$ cat src/rtl/serial_subtract_ctrl_pkg.sv
// Shared definitions for the bit-serial subtractor controller.
package serial_subtract_ctrl_pkg;

    // Controller states; encodings are fixed so they stay stable in waveforms and netlists.
    typedef enum logic [1:0] {
        ST_IDLE = 2'd0,
        ST_RUN  = 2'd1,
        ST_DONE = 2'd2
    } state_e;

endpackage

$ cat src/rtl/serial_subtract_ctrl_fullsubtractor.sv
// One-bit full subtractor cell: computes Ain - Bin - Cin.
module fullsubtractor (
    input  logic Ain,
    input  logic Bin,
    input  logic Cin,
    output logic S,
    output logic D
);

    // Difference bit and borrow-out for a single bit slice.
    always_comb begin
        S = Ain ^ Bin ^ Cin;
        D = (~Ain & (Bin | Cin)) | (Bin & Cin);
    end

endmodule

$ cat src/rtl/serial_subtract_ctrl.sv
// Bit-serial WIDTH-bit subtractor: diff = a - b - bin, processed LSB-first
// through a single full-subtractor cell, with valid/ready on both sides.
module serial_subtract_ctrl
    import serial_subtract_ctrl_pkg::*;
#(
    parameter int unsigned WIDTH = 8
) (
    input  logic             clk,
    input  logic             rst_n,
    input  logic             clr,
    input  logic             in_valid,
    output logic             in_ready,
    input  logic [WIDTH-1:0] a,
    input  logic [WIDTH-1:0] b,
    input  logic             bin,
    output logic             out_valid,
    input  logic             out_ready,
    output logic [WIDTH-1:0] diff,
    output logic             bout
);

    localparam int unsigned CW = $clog2(WIDTH) + 1;

    state_e           state_q,  state_d;
    logic [CW-1:0]    cnt_q,    cnt_d;
    logic [WIDTH-1:0] a_sh_q,   a_sh_d;
    logic [WIDTH-1:0] b_sh_q,   b_sh_d;
    logic             borrow_q, borrow_d;
    logic [WIDTH-1:0] diff_q,   diff_d;
    logic             bout_q,   bout_d;

    logic cell_s;
    logic cell_d;

    fullsubtractor u_cell (
        .Ain (a_sh_q[0]),
        .Bin (b_sh_q[0]),
        .Cin (borrow_q),
        .S   (cell_s),
        .D   (cell_d)
    );

    // State and datapath registers.
    always_ff @(posedge clk or negedge rst_n) begin
        if (!rst_n) begin
            state_q  <= ST_IDLE;
            cnt_q    <= '0;
            a_sh_q   <= '0;
            b_sh_q   <= '0;
            borrow_q <= 1'b0;
            diff_q   <= '0;
            bout_q   <= 1'b0;
        end else begin
            state_q  <= state_d;
            cnt_q    <= cnt_d;
            a_sh_q   <= a_sh_d;
            b_sh_q   <= b_sh_d;
            borrow_q <= borrow_d;
            diff_q   <= diff_d;
            bout_q   <= bout_d;
        end
    end

    // Next-state, slice sequencing and handshake outputs; clr overrides everything.
    always_comb begin
        state_d   = state_q;
        cnt_d     = cnt_q;
        a_sh_d    = a_sh_q;
        b_sh_d    = b_sh_q;
        borrow_d  = borrow_q;
        diff_d    = diff_q;
        bout_d    = bout_q;
        in_ready  = (state_q == ST_IDLE);
        out_valid = (state_q == ST_DONE);

        if (clr) begin
            state_d  = ST_IDLE;
            cnt_d    = '0;
            borrow_d = 1'b0;
        end else begin
            unique case (state_q)
                ST_IDLE: begin
                    if (in_valid) begin
                        a_sh_d   = a;
                        b_sh_d   = b;
                        borrow_d = bin;
                        cnt_d    = '0;
                        state_d  = ST_RUN;
                    end
                end
                ST_RUN: begin
                    // Result fills from the MSB so after WIDTH slices bit 0 holds the LSB.
                    diff_d            = diff_q >> 1;
                    diff_d[WIDTH-1]   = cell_s;
                    a_sh_d            = a_sh_q >> 1;
                    b_sh_d            = b_sh_q >> 1;
                    borrow_d          = cell_d;
                    cnt_d             = cnt_q + CW'(1);
                    if (cnt_q == CW'(WIDTH - 1)) begin
                        bout_d  = cell_d;
                        state_d = ST_DONE;
                    end
                end
                ST_DONE: begin
                    if (out_ready) begin
                        state_d = ST_IDLE;
                    end
                end
                default: begin
                    state_d = ST_IDLE;
                end
            endcase
        end
    end

    assign diff = diff_q;
    assign bout = bout_q;

endmodule

$ cat config.mk
export PLATFORM = sky130hd
export DESIGN_NAME = serial_subtract_ctrl
export DESIGN_NICKNAME = d
export VERILOG_FILES = /design/src/rtl/serial_subtract_ctrl_pkg.sv /design/src/rtl/serial_subtract_ctrl_fullsubtractor.sv /design/src/rtl/serial_subtract_ctrl.sv
export SDC_FILE = /design/constraint.sdc
export NUM_CORES = 1
export LEC_CHECK = 0
export CORE_ASPECT_RATIO = 0.9
export CORE_UTILIZATION = 45
export CTS_CLUSTER_DIAMETER = 100
export DETAILED_ROUTE_END_ITERATION = 10
export GPL_ROUTABILITY_DRIVEN = 1
export GPL_TIMING_DRIVEN = 0
export PLACE_DENSITY_LB_ADDON = 0.15
export RECOVER_POWER = 50
export SLEW_MARGIN = 10
export SYNTH_ARGS = -nofsm -noshare
export SYNTH_HDL_FRONTEND = slang
export SYNTH_SLANG_ARGS = --single-unit
$ cat constraint.sdc
create_clock -name clk -period 3.1 [get_ports clk]
set_input_delay 0.62 -clock clk [delete_from_list [all_inputs] [get_ports clk]]
set_output_delay 0.62 -clock clk [all_outputs]
set_load 0.01 [all_outputs]
# After elaboration in Yosys (flattened, before gate mapping)
# Cells that the tools add are included.
word_totals:
  ff_bits: 32
  input_bits: 22
  out_inout_bits: 11
  word_cells: 46
classes:
  n_addsub: 1
  eq_ne: 7
  mux: 15
  n_bitwise: 8
  reduce_logical: 8
ops:
  columns: ["operator", "count"]
  rows:
  - ["$pmux 8 s2", 2]
  - ["$mux 8", 2]
  - ["$reduce_and 3->1", 3]
  - ["$mux 2", 4]
  - ["$mux 4", 2]
  - ["$pmux 4 s2", 1]
  - ["$ne 3x3->1 const B", 2]
  - ["$pmux 2 s3", 1]
  - ["$add 4x1->4 const B", 1]
  - ["$eq 4x3->1 const B", 1]
  - ["$reduce_and 2->1", 2]
  - ["$ne 3x2->1 const B", 1]
  - ["$reduce_bool 3->1", 1]
  - ["$and 1x1->1", 2]
  - ["$eq 2x1->1 const B", 1]
  - ["$eq 2x2->1 const B", 1]
  - ["$logic_not 2->1", 1]
  - ["$mux 1", 2]
  - ["$ne 2x2->1 const B", 1]
  - ["$not 1->1", 2]
  - ["$or 1x1->1", 2]
  - ["$pmux 1 s2", 1]
  - ["$reduce_bool 2->1", 1]
  - ["$xor 1x1->1", 2]

# Depth between registers and ports, before layout
# Gate-level depths: netlist (run 1).
depth:
  depth_word: 5
  mapped_depth: 5

# Cells and area by module
# From an unflattened synthesis (run 1), not the netlist that was laid out.
hier_totals:
  cells_unflattened: 137
  hier_area_um2: 1552.7
modules_own_cells:
  columns: ["module", "instances", "cells_each", "area_each_um2", "seq_area_each_um2"]
  rows:
  - ["serial_subtract_ctrl", 1, 134, 1525.2, 800.8]
  - ["fullsubtractor", 1, 3, 27.5, 0.0]

# Least setup slack after synthesis (run 1)
# OpenSTA, ideal clock, no wires.
synth_timing:
  path_kind: "input-to-reg"
  startpoint: "in clr"
  endpoint: "reg bout_q (netlist: bout)"
  setup_ns: 0.128
  arrival_time_ns: 1.615
  required_ns: 2.972
  setup_slack_ns: 1.358
  stages: 4
  path_cell_list: "or3b_1 -> buf_4 -> nor3_2 -> mux2_1"
synth_via:
  elab_chain_cells: 2
synth_lines:
  columns: ["element", "line", "rtl"]
  rows:
  - ["start, declared", "serial_subtract_ctrl.sv:10", "input logic clr,"]
  - ["$not 1->1 (no source line)", null, null]
  - ["$reduce_and 3->1 (no source line)", null, null]
  - ["end signal, assigned", "serial_subtract_ctrl.sv:60", "bout_q <= bout_d;"]
  - ["end, declared", "serial_subtract_ctrl.sv:30", "logic bout_q, bout_d;"]
# Every way passes these cells.
# A chain may end at the register's enable or synchronous reset.

# Worst setup path in the final report (run 1)
# Same ends and word-level chain as after synthesis.

==> run_results.csv, run 1 <==
group,metric,value,unit
placement,hpwl,2.08,mm
synth,synth_fp_nets,159,
setup_path,crit_fanout,10,
setup_path,critPathRequiredTime,3.26,ns
final_layout,area_delta_synth_final,30.8,%
power_and_ir_drop,total_power,0.00118,W
route,wl,2.93,mm
clocking,cts.htree.levels,2,
synth,yosys_warnings,0,
clocking,cts-resized-gates,0,
job,maxCapViolations,1,
clocking,cts_sinks,32,
clocking,cts_buffer_depth,2,
clocking,cts_tree,"done",
synth,syn_inst,135,
timing,layout_min_cycle_time,2.28,ns
hold_path,hp-class,"reg -> reg",
synth,ys_seq_area_share,53.7,%
clocking,clkLatencyLatePin,0.28,ns
timing,setup_viol,0,
final_layout,diodes,0,
route,avgRoutedWirePerCell,13.6,um
route,vias,1139,
die,die_area,0.00355,mm^2
final_layout,mostFrequentLayoutCells,"o21ai_0, dfrtp_1, clkdlybuf4s50_1",
clocking,numCtsBuffers,5,
die,chipWidth,62.7,um
setup_path,cp-start-kind,"input port",
placement,io_buffers,32,
global_route,antenna_found_initial,0,
power_and_ir_drop,peakVddDrop,0.332,mV
hold_path,hold_depth,1,
timing,tns,0,ns
timing,max_freq,439,MHz
synth,syn_avg_cell_area,11.0,um^2
setup_path,arrival,2.44,ns
clocking,postCtsSetupBuffers,0,
final_layout,nets,198,
timing,slew_headroom,-12.0,%
synth,synth.distinct_cells,27,
timing,finalHoldViolations,0,
route,vias_per_cell,5.27,
route,dr.pass1.iters,4,
route,route.detailed.drc,0,
timing,rsz0062_at_grt,"no",
global_route,grt_max_degree,33,
final_layout,final_common_cell,"o21ai_0",
global_route,grt_usage,19.3,%
die,start_util,47.9,%
die,coreArea,0.00311,mm^2
route,ant_nets,0,
timing,drv_slew,33,
synth,ys_ff_latch,32,
die,dieHeight,56.6,um
synth,syn_area,0.00149,mm^2
setup_path,reg2regPathDepth,4,
timing,fin_crit_sh,73.5,%
die,pin_count,33,
global_route,grt_pass1_vias,1148,
run_status,outcome,"complete, but fails checks",
global_route,grt_pass1_wl,5.13,mm
placement,place_congestion,0.814,
power_and_ir_drop,p_leak,0.833,nW
power_and_ir_drop,power.density,603,mW/mm^2
setup_path,worstSetupEndpointType,"register",
die,fp-row-count,19,
final_layout,drive_gt1_share,11.5,%
clocking,hold_buffers,0,
global_route,overflow,0,
clocking,clkTransAtPathRegs,0.06,ns
setup_path,worst-setup-path-type,"in -> reg",
timing,worst_pin_slew,1.68,ns
timing,finalClockSkew,0.00274,ns
route,drt_iter0_markers,34,
run_status,violations,"max-capacitance violations, max-slew violations",
clocking,clock-root-buffer,"clkbuf_8",
## cell usage after synthesis (all sizes together)
cell type	count	share of area [%]
o21ai	33	11
dfrtp	32	54
mux2i	15	10
mux2	8	6.0
buf	5	2.0
clkbuf	5	1.3
nand2b	5	2.1
nand2	4	1.0
nor2	4	1.0
a21oi	3	1.0
nor2b	3	1.3
a31oi	2	0.84
nand3	2	0.67
nand3b	2	1.0
nor3	2	1.0
or3	2	0.84
or3b	2	1.2
a22oi	1	0.50
fa	1	1.3
ha	1	0.84
inv	1	0.25
o21bai	1	0.50
or2	1	0.42
## per-layer routing
metal	routed length, um	vias up	share of wire [%]	GRT usage [%]
li1	-	552	-	-
met1	1290	554	44	22.5
met2	1490	28	51	33.7
met3	119	5	4.1	4.27
met4	42	0	1.4	8.97
met5	0	-	0	0
## worst paths after layout
path / from / to / slack [ns]
setup / recovery: clr / bout$_DFFE_PN0P_ / 0.82
hold / removal: bout$_DFFE_PN0P_ / bout$_DFFE_PN0P_ / 0.49
setup reg to reg: state_q[1]$_DFFE_PN0P_ / bout$_DFFE_PN0P_ / 1.37
hold reg to reg: bout$_DFFE_PN0P_ / bout$_DFFE_PN0P_ / 0.49
max in group asynchronous: rst_n / state_q[1]$_DFFE_PN0P_ / 1.36
min in group asynchronous: rst_n / b_sh_q[2]$_DFFE_PN0P_ / 0.77
## sequential cells by signal (all words and copies together) (netlist names)
register,flops
diff,8
borrow_q,1
bout,1
cnt_q,4
b_sh_q,8
a_sh_q,8
state_q,2
## critical path, stage by stage
cell and delay, ns:
dlygate4sd3_1 0.61, or3b_1 0.39, clkbuf_1 0.25, nor3_2 0.23, mux2_1 0.33
## layout make-up
cell class | count | area (um^2)
buffer | 10 | 45.0
clock buffer | 7 | 96.3
fill | 264 | 1160
inverter | 1 | 3.75
multi-input combinational | 92 | 637
sequential | 32 | 801
tap | 42 | 52.6
timing repair buffer | 32 | 314
## cell families (layout without fill, tap and decap cells)
logic type      after synthesis  after routing  share of synthesized area (%)
compound gates               40             40                           13.9
fa+ha+maj                     2              2                           2.18
buf+inv                      11             50                           3.53
flops                        32             32                           53.7
mux                          23             23                           16.1
simple gates                 27             27                           10.5
## through the flow
| step | utilization, % | hold slack, ns | cells | worst slack [ns] | instance area [um^2] |
|---|---|---|---|---|---|
| 2_1_floorplan | - | 0.324 | 135 | 1.36 | 1490 |
| 5_1_grt | 62.6 | 0.522 | 216 | 0.742 | 1950 |
| 4_1_cts | 62.8 | 0.414 | 216 | 0.844 | 1950 |
| 3_3_place_gp | 59.8 | 0.474 | 209 | 0.760 | 1860 |
| 3_5_place_dp | 59.7 | 0.482 | 209 | 0.756 | 1860 |
| 6_report | 62.6 | 0.490 | 216 | 0.822 | 1950 |
## where the power goes
group / switching, W / total (W) / internal [W]
clock: 0.000142 / 0.000339 / 0.000197
sequential: 0.0000490 / 0.000550 / 0.000501
combinational: 0.000114 / 0.000285 / 0.000171
Note: power is estimated with default switching activity, not from simulation.
==> run 2: changes to the inputs <==
==> constraint.sdc (replaced) <==
create_clock -name clk -period 2.3 [get_ports clk]
set_input_delay 0.46 -clock clk [delete_from_list [all_inputs] [get_ports clk]]
set_output_delay 0.46 -clock clk [all_outputs]
set_load 0.01 [all_outputs]
==> run_results.csv, run 2 (synthesis gave the netlist of run 1 again) <==
group,metric,value,unit
power_and_ir_drop,power.density,811,mW/mm^2
setup_path,cp_num_buf_inv,2,
power_and_ir_drop,p_sw_share,25.9,%
setup_path,critPathMaxStageDelay,0.56,ns
die,coreArea,0.00311,mm^2
clocking,numCtsBuffers,5,
power_and_ir_drop,clkPwrFrac,28.9,%
final_layout,drive_gt1_share,12.1,%
clocking,cts_tree,"done",
setup_path,arrival,1.63,ns
timing,worst_slack,0.208,ns
final_layout,diodes,0,
die,pin_count,33,
timing,worst_pin_slew,1.69,ns
placement,pre_cts_slack,0.116,ns
route,vias,1138,
clocking,clock-root-buffer,"clkbuf_8",
timing,fin_crit_sh,91.0,%
timing,rsz0062_at_grt,"no",
setup_path,critPathRequiredTime,1.84,ns
clocking,clkTransAtPathRegs,0.06,ns
hold_path,hp-class,"reg -> reg",
clocking,cts-resized-gates,0,
global_route,grt_pass1_vias,1148,
setup_path,path_cells,"buf_2 > nor2b_1 > clkdlybuf4s50_1",
clocking,cts_buffer_depth,2,
placement,hpwl,2.08,mm
die,fp-row-count,19,
timing,tns,0,ns
power_and_ir_drop,peakVddDrop,0.447,mV
timing,setup_viol,0,
timing,max_freq,478,MHz
clocking,cts_sinks,32,
run_status,violations,"max-capacitance violations, max-slew violations",
power_and_ir_drop,total_power,0.00158,W
route,ant_nets,0,
route,avgRoutedWirePerCell,13.6,um
setup_path,cp_slowest_cell,"clkdlybuf4s50_1",
die,die_area,0.00355,mm^2
setup_path,crit_fanout,10,
route,vias_per_cell,5.27,
timing,finalHoldViolations,0,
global_route,antenna_found_initial,0,
die,chipWidth,62.7,um
route,dr.pass1.iters,4,
route,wl_met2,1.49,mm
run_status,outcome,"complete, but fails checks",
clocking,cts.htree.levels,2,
setup_path,reg2reg_setup_slack,0.69,ns
setup_path,crit_family,"buffers and inverters",
clocking,hold_buffers,0,
timing,finalClockSkew,0.00277,ns
route,drt_iter0_markers,42,
global_route,grt_usage,19.3,%
placement,io_buffers,32,
timing,layout_min_cycle_time,2.09,ns
die,start_util,47.9,%
job,maxCapViolations,1,
final_layout,final_common_cell,"o21ai_0",
route,wl_met3,119,um
global_route,overflow,0,
route,wl_met1,1.28,mm
timing,drv_slew,33,
setup_path,worst-setup-path-type,"reg -> out",
die,dieHeight,56.6,um
setup_path,cp-start-kind,"register",
clocking,postCtsSetupBuffers,0,
final_layout,nets,198,
timing,slew_headroom,-12.4,%
global_route,grt_max_degree,33,
route,top_layer,"met4",
final_layout,utilization,62.7,%
placement,place_congestion,0.814,
power_and_ir_drop,power_switching,0.000411,W
global_route,grt_pass1_wl,5.13,mm
final_layout,nFillCells,262,
route,route.detailed.drc,0,
setup_path,worstSetupEndpointType,"output port",
power_and_ir_drop,p_leak,0.837,nW
power_and_ir_drop,seqPwrFrac,46.8,%
route,wl,2.93,mm
power_and_ir_drop,p_int,0.00117,W
clocking,clkLatencyLatePin,0.28,ns
power_and_ir_drop,combPwrFrac,24.3,%
final_layout,mostFrequentLayoutCells,"o21ai_0, dfrtp_1, clkdlybuf4s50_1",
final_layout,area_delta_synth_final,31.1,%
==> run 2: through the flow <==
stage / hold slack [ns] / std cells / instance area (um^2)
6_report: 0.489 / 216 / 1950
5_1_grt: 0.522 / 216 / 1950
3_5_place_dp: 0.482 / 209 / 1860
4_1_cts: 0.254 / 216 / 1950
2_1_floorplan: 0.164 / 135 / 1490
3_3_place_gp: 0.474 / 209 / 1860
==> run 2: path summary, 6_finish.rpt <==
kind / start / to / cells past startpoint
max in group asynchronous: rst_n / state_q[1]$_DFFE_PN0P_ / 1
worst min register to register: bout$_DFFE_PN0P_ / bout$_DFFE_PN0P_ / 1
worst max-delay path: state_q[0]$_DFFE_PN0P_ / out_valid / 3
min in group asynchronous: rst_n / b_sh_q[2]$_DFFE_PN0P_ / 1
worst max register to register: state_q[1]$_DFFE_PN0P_ / bout$_DFFE_PN0P_ / 4
worst min-delay path: bout$_DFFE_PN0P_ / bout$_DFFE_PN0P_ / 1
==> run 2: area by class of cell <==
cell class	instances	area [um^2]	share of cell area [%]
sequential	32	801	41.0
multi-input combinational	92	637	32.6
timing repair buffer	32	314	16.1
clock buffer	7	96.3	4.93
tap	42	52.6	2.69
buffer	10	48.8	2.50
inverter	1	3.75	0.192
==> run 2: worst register-to-register path: cells and delay by family (launching register included) <==
family,cells,cell delay [ns]
buffers and inverters,1,0.18
multiplexers,1,0.33
flip-flops,1,0.43
AND/OR/NAND/NOR,2,0.54
==> run 2: metal layers <==
| layer | track usage (%) | vias up |
|---|---|---|
| met5 | 0 | - |
| met4 | 8.97 | 0 |
| met3 | 4.27 | 5 |
| met2 | 33.7 | 28 |
| met1 | 22.5 | 553 |
| li1 | - | 552 |
==> run 2: power groups by stage <==
stage                     combinational, W  sequential [W]  clock [W]
after floorplan                   0.000157        0.000771          0
after global placement            0.000381        0.000747          0
after detailed placement          0.000391        0.000755          0
after CTS                         0.000392        0.000744   0.000467
after global routing              0.000426        0.000760   0.000488
final                             0.000385        0.000742   0.000457
